### src/rtl/usb_fs_tx_serializer.sv
`default_nettype none
// ============================================================================
// Module   : usb_fs_tx_serializer
// Brief    : USB full-speed packet transmitter: SYNC, PID, payload, EOP with
//            NRZI encoding and bit stuffing, driving the PHY line buffers.
// Revision : 1.0 - initial release
// ============================================================================
module usb_fs_tx_serializer #(
    parameter int BIT_CYCLES = 4
) (
    input  logic       clk_48mhz,
    input  logic       reset,
    input  logic       tx_start,
    input  logic [3:0] tx_pid,
    input  logic       tx_data_avail,
    input  logic [7:0] tx_data,
    output logic       tx_data_get,
    output logic       tx_busy,
    output logic       usb_p_tx,
    output logic       usb_n_tx,
    output logic       usb_tx_en
);

    localparam int                 c_DIV_W    = (BIT_CYCLES > 1) ? $clog2(BIT_CYCLES) : 1;
    localparam logic [c_DIV_W-1:0] c_DIV_LAST = c_DIV_W'(BIT_CYCLES - 1);
    localparam logic [c_DIV_W-1:0] c_DIV_ONE  = c_DIV_W'(1);
    localparam logic [7:0]         c_SYNC     = 8'h80;

    localparam logic [2:0] c_S_IDLE    = 3'd0;
    localparam logic [2:0] c_S_SYNC    = 3'd1;
    localparam logic [2:0] c_S_PID     = 3'd2;
    localparam logic [2:0] c_S_DATA    = 3'd3;
    localparam logic [2:0] c_S_EOP_SE0 = 3'd4;
    localparam logic [2:0] c_S_EOP_J   = 3'd5;

    logic [2:0]         r_state;
    logic [c_DIV_W-1:0] r_div;
    logic [2:0]         r_idx;
    logic [7:0]         r_shift;
    logic [2:0]         r_ones;
    logic               r_level;
    logic [3:0]         r_pid;
    logic               r_p;
    logic               r_n;
    logic               r_en;
    logic               r_busy;
    logic               r_get;

    logic [2:0]         w_state_next;
    logic [c_DIV_W-1:0] w_div_next;
    logic [2:0]         w_idx_next;
    logic [7:0]         w_shift_next;
    logic [2:0]         w_ones_next;
    logic               w_level_next;
    logic [3:0]         w_pid_next;
    logic               w_get_next;
    logic               w_place;
    logic               w_bit;
    logic               w_boundary;
    logic               w_p_next;
    logic               w_n_next;
    logic               w_en_next;
    logic               w_busy_next;

    assign w_boundary = (r_div == c_DIV_LAST);

    // State register: every output is taken from a flop.
    always_ff @(posedge clk_48mhz) begin
        if (reset) begin
            r_state <= c_S_IDLE;
            r_div   <= '0;
            r_idx   <= 3'd0;
            r_shift <= 8'h00;
            r_ones  <= 3'd0;
            r_level <= 1'b1;
            r_pid   <= 4'h0;
            r_p     <= 1'b1;
            r_n     <= 1'b0;
            r_en    <= 1'b0;
            r_busy  <= 1'b0;
            r_get   <= 1'b0;
        end else begin
            r_state <= w_state_next;
            r_div   <= w_div_next;
            r_idx   <= w_idx_next;
            r_shift <= w_shift_next;
            r_ones  <= w_ones_next;
            r_level <= w_level_next;
            r_pid   <= w_pid_next;
            r_p     <= w_p_next;
            r_n     <= w_n_next;
            r_en    <= w_en_next;
            r_busy  <= w_busy_next;
            r_get   <= w_get_next;
        end
    end

    // Next state: at each bit boundary choose either a stuff bit, the next
    // bit of the current byte, or the byte-end transition.
    always_comb begin
        w_state_next = r_state;
        w_div_next   = r_div;
        w_idx_next   = r_idx;
        w_shift_next = r_shift;
        w_ones_next  = r_ones;
        w_level_next = r_level;
        w_pid_next   = r_pid;
        w_get_next   = 1'b0;
        w_place      = 1'b0;
        w_bit        = 1'b0;

        if (r_state != c_S_IDLE) begin
            w_div_next = w_boundary ? '0 : (r_div + c_DIV_ONE);
        end

        case (r_state)
            c_S_IDLE: begin
                if (tx_start) begin
                    w_state_next = c_S_SYNC;
                    w_div_next   = '0;
                    w_idx_next   = 3'd0;
                    w_shift_next = c_SYNC;
                    w_pid_next   = tx_pid;
                    w_level_next = 1'b1;
                    w_ones_next  = 3'd0;
                    w_place      = 1'b1;
                    w_bit        = c_SYNC[0];
                end
            end
            c_S_SYNC, c_S_PID, c_S_DATA: begin
                if (w_boundary) begin
                    if (r_ones == 3'd6) begin
                        w_place = 1'b1;
                        w_bit   = 1'b0;
                    end else if (r_idx != 3'd7) begin
                        w_idx_next = r_idx + 3'd1;
                        w_place    = 1'b1;
                        w_bit      = r_shift[r_idx + 3'd1];
                    end else if (r_state == c_S_SYNC) begin
                        w_state_next = c_S_PID;
                        w_idx_next   = 3'd0;
                        w_shift_next = {~r_pid, r_pid};
                        w_place      = 1'b1;
                        w_bit        = r_pid[0];
                    end else if (tx_data_avail) begin
                        w_state_next = c_S_DATA;
                        w_idx_next   = 3'd0;
                        w_shift_next = tx_data;
                        w_get_next   = 1'b1;
                        w_place      = 1'b1;
                        w_bit        = tx_data[0];
                    end else begin
                        w_state_next = c_S_EOP_SE0;
                        w_idx_next   = 3'd0;
                    end
                end
            end
            c_S_EOP_SE0: begin
                if (w_boundary) begin
                    if (r_idx == 3'd0) begin
                        w_idx_next = 3'd1;
                    end else begin
                        w_state_next = c_S_EOP_J;
                        w_idx_next   = 3'd0;
                    end
                end
            end
            c_S_EOP_J: begin
                if (w_boundary) begin
                    w_state_next = c_S_IDLE;
                    w_div_next   = '0;
                    w_ones_next  = 3'd0;
                    w_level_next = 1'b1;
                end
            end
            default: begin
                w_state_next = c_S_IDLE;
                w_div_next   = '0;
                w_level_next = 1'b1;
            end
        endcase

        // NRZI: a zero toggles the line, a one holds it.
        if (w_place) begin
            w_level_next = w_bit ? w_level_next : ~w_level_next;
            w_ones_next  = w_bit ? (w_ones_next + 3'd1) : 3'd0;
        end
    end

    // Output decode from the next state so outputs are registered yet aligned.
    always_comb begin
        w_p_next    = 1'b1;
        w_n_next    = 1'b0;
        w_en_next   = 1'b0;
        w_busy_next = 1'b0;
        case (w_state_next)
            c_S_SYNC, c_S_PID, c_S_DATA: begin
                w_p_next    = w_level_next;
                w_n_next    = ~w_level_next;
                w_en_next   = 1'b1;
                w_busy_next = 1'b1;
            end
            c_S_EOP_SE0: begin
                w_p_next    = 1'b0;
                w_n_next    = 1'b0;
                w_en_next   = 1'b1;
                w_busy_next = 1'b1;
            end
            c_S_EOP_J: begin
                w_en_next   = 1'b1;
                w_busy_next = 1'b1;
            end
            default: begin
                w_p_next = 1'b1;
            end
        endcase
    end

    assign tx_data_get = r_get;
    assign tx_busy     = r_busy;
    assign usb_p_tx    = r_p;
    assign usb_n_tx    = r_n;
    assign usb_tx_en   = r_en;

endmodule
`default_nettype wire

### config.mk
export PLATFORM = sky130hd
export DESIGN_NAME = usb_fs_tx_serializer
export DESIGN_NICKNAME = d
export VERILOG_FILES = /design/src/rtl/usb_fs_tx_serializer.sv
export SDC_FILE = /design/constraint.sdc
export NUM_CORES = 1
export LEC_CHECK = 0
export CORE_MARGIN = 1
export CORE_UTILIZATION = 55
export DETAILED_ROUTE_END_ITERATION = 6
export PLACE_DENSITY_LB_ADDON = 0.1
export REMOVE_ABC_BUFFERS = 1
export SETUP_SLACK_MARGIN = 0.15
export SYNTH_ARGS = -nofsm -noshare
export SYNTH_HDL_FRONTEND = slang
export SYNTH_SLANG_ARGS = --single-unit
### constraint.sdc
create_clock -name clk_48mhz -period 3.06 [get_ports clk_48mhz]
set_clock_uncertainty 0.05 [all_clocks]
set_input_delay 0.612 -clock clk_48mhz [delete_from_list [all_inputs] [get_ports clk_48mhz]]
set_output_delay 0.612 -clock clk_48mhz [all_outputs]
set_load 0.02 [all_outputs]
==> results.py <==
metrics = {
    "power": {
        "irDropWorstVdd_mv": 0.335,
        "combPwrFrac_pct": 20.3,
        "cellLeakagePower_nw": 0.656,
        "power_density_nw_per_um2": 380,
        "clkPwrFrac_pct": 22.0,
        "power.switching_w": 0.000189,
        "seq_power_share_pct": 57.7,
        "switching_share_pct": 27.6,
        "p_int_w": 0.000493,
    },
    "critical_path": {
        "arrival_ns": 2.78,
        "crit_required_ns": 3.25,
        "cp_max_fo": 7,
        "start_kind": "primary input",
        "critPathKind": "primary input to flop",
        "endpoint_kind": "flop",
    },
    "yosys": {
        "synth_edf_count": 0,
        "yosys.cell_types.count": 47,
        "syn_avg_cell_area_um2": 8.64,
        "synth_seq_cells": 28,
        "postSynthCellCount": 185,
        "yosys.area.top_type": "dfxtp_1",
        "synth_top_area_share_pct": 35.1,
        "synth_area_leaders": "dfxtp_1 (35%), mux2i_1 (6.9%), a21oi_1 (5.9%), nor2_1 (5.6%), ha_1 (3.9%)",
        "yosysSeqAreaShare_pct": 35.1,
        "synth_flop_cell": "dfxtp_1",
        "yosysWarnings": 0,
        "synthArstFlopShare_pct": 0,
        "syn-cell-area_um2": 1600,
    },
    "cts": {
        "cts_buffers": 3,
        "ctsResizeCount": 0,
        "cts_buffer_depth": 2,
        "clock_latency_ns": 0.32,
        "post_cts_buffers": 0,
        "ctsHoldBuffers": 0,
        "cts_tree": "done",
        "clkTransAtPathRegs_ns": 0.14,
        "root_buffer": "clkbuf_4",
        "htree_levels": 1,
        "clkSinkCount": 28,
    },
    "die": {
        "dieArea_um2": 3130,
        "io_pins": 21,
        "die_w_um": 55.9,
        "initial_core_util_pct": 58.0,
        "core_area_um2": 2760,
        "die_h_um": 55.9,
        "rows": 19,
    },
    "timing": {
        "grt_setup_unrepaired": "no",
        "final_hold_viol_count": 0,
        "setup-tns-final_ns": 0,
        "finalSetupViolCount": 0,
        "fin_crit_sh_pct": 84.3,
        "fmax_mhz": 388,
        "report.final.slew_viol_count": 0,
        "tightest_slew_ns": 0.598,
        "period_minus_slack_ns": 2.58,
        "slew_headroom_pct": 59.7,
    },
    "routing": {
        "wirelength_um": 3320,
        "ant_nets": 0,
        "routed-via-count": 1360,
        "first_iter_violations": 43,
        "first_pass_iters": 6,
        "via_per_inst": 5.94,
        "wl_per_cell_um": 14.5,
        "drc_errors": 0,
    },
    "grt": {
        "grt_pass1_vias": 1299,
        "grt_pass1_wl_um": 5620,
        "grt_util_all_layers_pct": 22.6,
        "grt_overflow": 0,
        "grt_max_degree": 18,
        "grt_antenna_before_repair": 0,
    },
    "run": {
        "drv_cap": 0,
    },
    "status": {
        "outcome": "finished clean",
    },
    "layout": {
        "nFillCells": 238,
        "nNetsFinal": 221,
        "seqCellArea_um2": 561,
        "fin_area_um2": 1800,
        "multi_input_area_um2": 921,
        "area_delta_synth_final_pct": 12.3,
        "drive_gt1_share_pct": 10.6,
        "diodes": 0,
    },
    "placement": {
        "gp_congestion": 0.840,
        "place_area_um2": 1770,
        "port_buffers": 20,
        "dp.final_hpwl_um": 2500,
    },
    "min_path": {
        "hp-class": "flop to flop",
    },
}
## state kept, by name, indices dropped and copies added (netlist names), 2 cells and up
register	flops
r_shift	8
r_pid	4
r_idx	3
r_ones	3
r_state	3
r_div	2
## placed cells by master (no fill, tap or decap), types with 2 or more instances in the layout
master and count:
a21oi_1 19, nand2b_1 3, o21ai_0 8, a22oi_1 2, nor2_1 24, nand2_1 13
or3b_1 2, mux2i_1 11, inv_1 8, buf_4 3, nor3_1 4, nor2_2 2
nor2b_1 4, a32oi_1 2, dfxtp_1 28, clkbuf_4 3, o21ba_2 2, ha_1 5
a211oi_1 3, and2_1 2, nand3_1 4, and3_1 2, mux4_2 2, o21ai_1 2
clkdlybuf4s50_1 20
## cells in the mapped netlist, types with 4 or more instances
| cell | count |
|---|---|
| nor2_1 | 24 |
| inv_1 | 8 |
| nand2_1 | 13 |
| nand3_1 | 4 |
| a21oi_1 | 19 |
| dfxtp_1 | 28 |
| buf_4 | 4 |
| nor3_1 | 4 |
| mux2i_1 | 11 |
| o21ai_0 | 8 |
| ha_1 | 5 |
| nor2b_1 | 4 |
| clkbuf_1 | 4 |
## per-stage QoR
step / power [W] / setup WS, ns / std cells / hold WS, ns / util (%)
floorplan: 0.000485 / 0.931 / 172 / 0.398 / -
global placement: 0.000536 / 0.287 / 226 / 0.426 / 64.3
detailed placement: 0.000539 / 0.188 / 226 / 0.428 / 64.3
CTS: 0.000691 / 0.533 / 229 / 0.449 / 65.1
global route: 0.000720 / 0.314 / 229 / 0.483 / 65.1
finish: 0.000682 / 0.480 / 229 / 0.451 / 65.1
## power groups by stage
stage          logic [W]  clock network, W  registers, W
2_1_floorplan  0.0000807                 0      0.000404
3_3_place_gp    0.000134                 0      0.000402
3_5_place_dp    0.000138                 0      0.000402
4_1_cts         0.000138          0.000159      0.000394
5_1_grt         0.000151          0.000173      0.000397
6_report        0.000138          0.000150      0.000394
## cell families after synthesis
group                    count (synthesis)  synth area share, %
AND/OR/NAND/NOR                         69                 23.4
AO/OA/AOI/OAI                           48                 20.0
flip-flops                              28                 35.1
buffers and inverters                   21                 7.35
multiplexers                            13                 9.70
adder cells (fa/ha/maj)                  5                 3.91
XOR/XNOR                                 1                0.548
## layout make-up
cell class              count  area share (%)
clock buffers               3            1.25
inverters                   8            1.67
multi-input cells         136            51.3
flip-flops and latches     28            31.2
well taps                  31            2.16
repair buffers             23            12.4
## routing by layer
metal,global-route usage [%],vias up,wire (um)
met2,36.5,45,1510
met1,30.3,623,1600
met5,0,-,0
met3,3.02,8,143
li1,-,684,-
met4,10.5,0,68
## critical path: stages
cell and delay (ns):
clkdlybuf4s50_1 0.50, or3b_1 0.53, a21oi_1 0.43, nor2b_1 0.15
ha_1 0.23, inv_1 0.05, a2111oi_0 0.09, nor3_1 0.18
## final timing paths
| kind | from | depth (start not counted) | slack [ns] | to |
|---|---|---|---|---|
| max | tx_start | 8 | 0.48 | r_ones[2] |
| min | r_idx[1] | 2 | 0.45 | r_idx[1] |
| max reg2reg | r_idx[0] | 8 | 0.66 | usb_n_tx |
| min reg2reg | r_idx[1] | 2 | 0.45 | r_idx[1] |
Note: power is estimated with default switching activity, not from simulation.
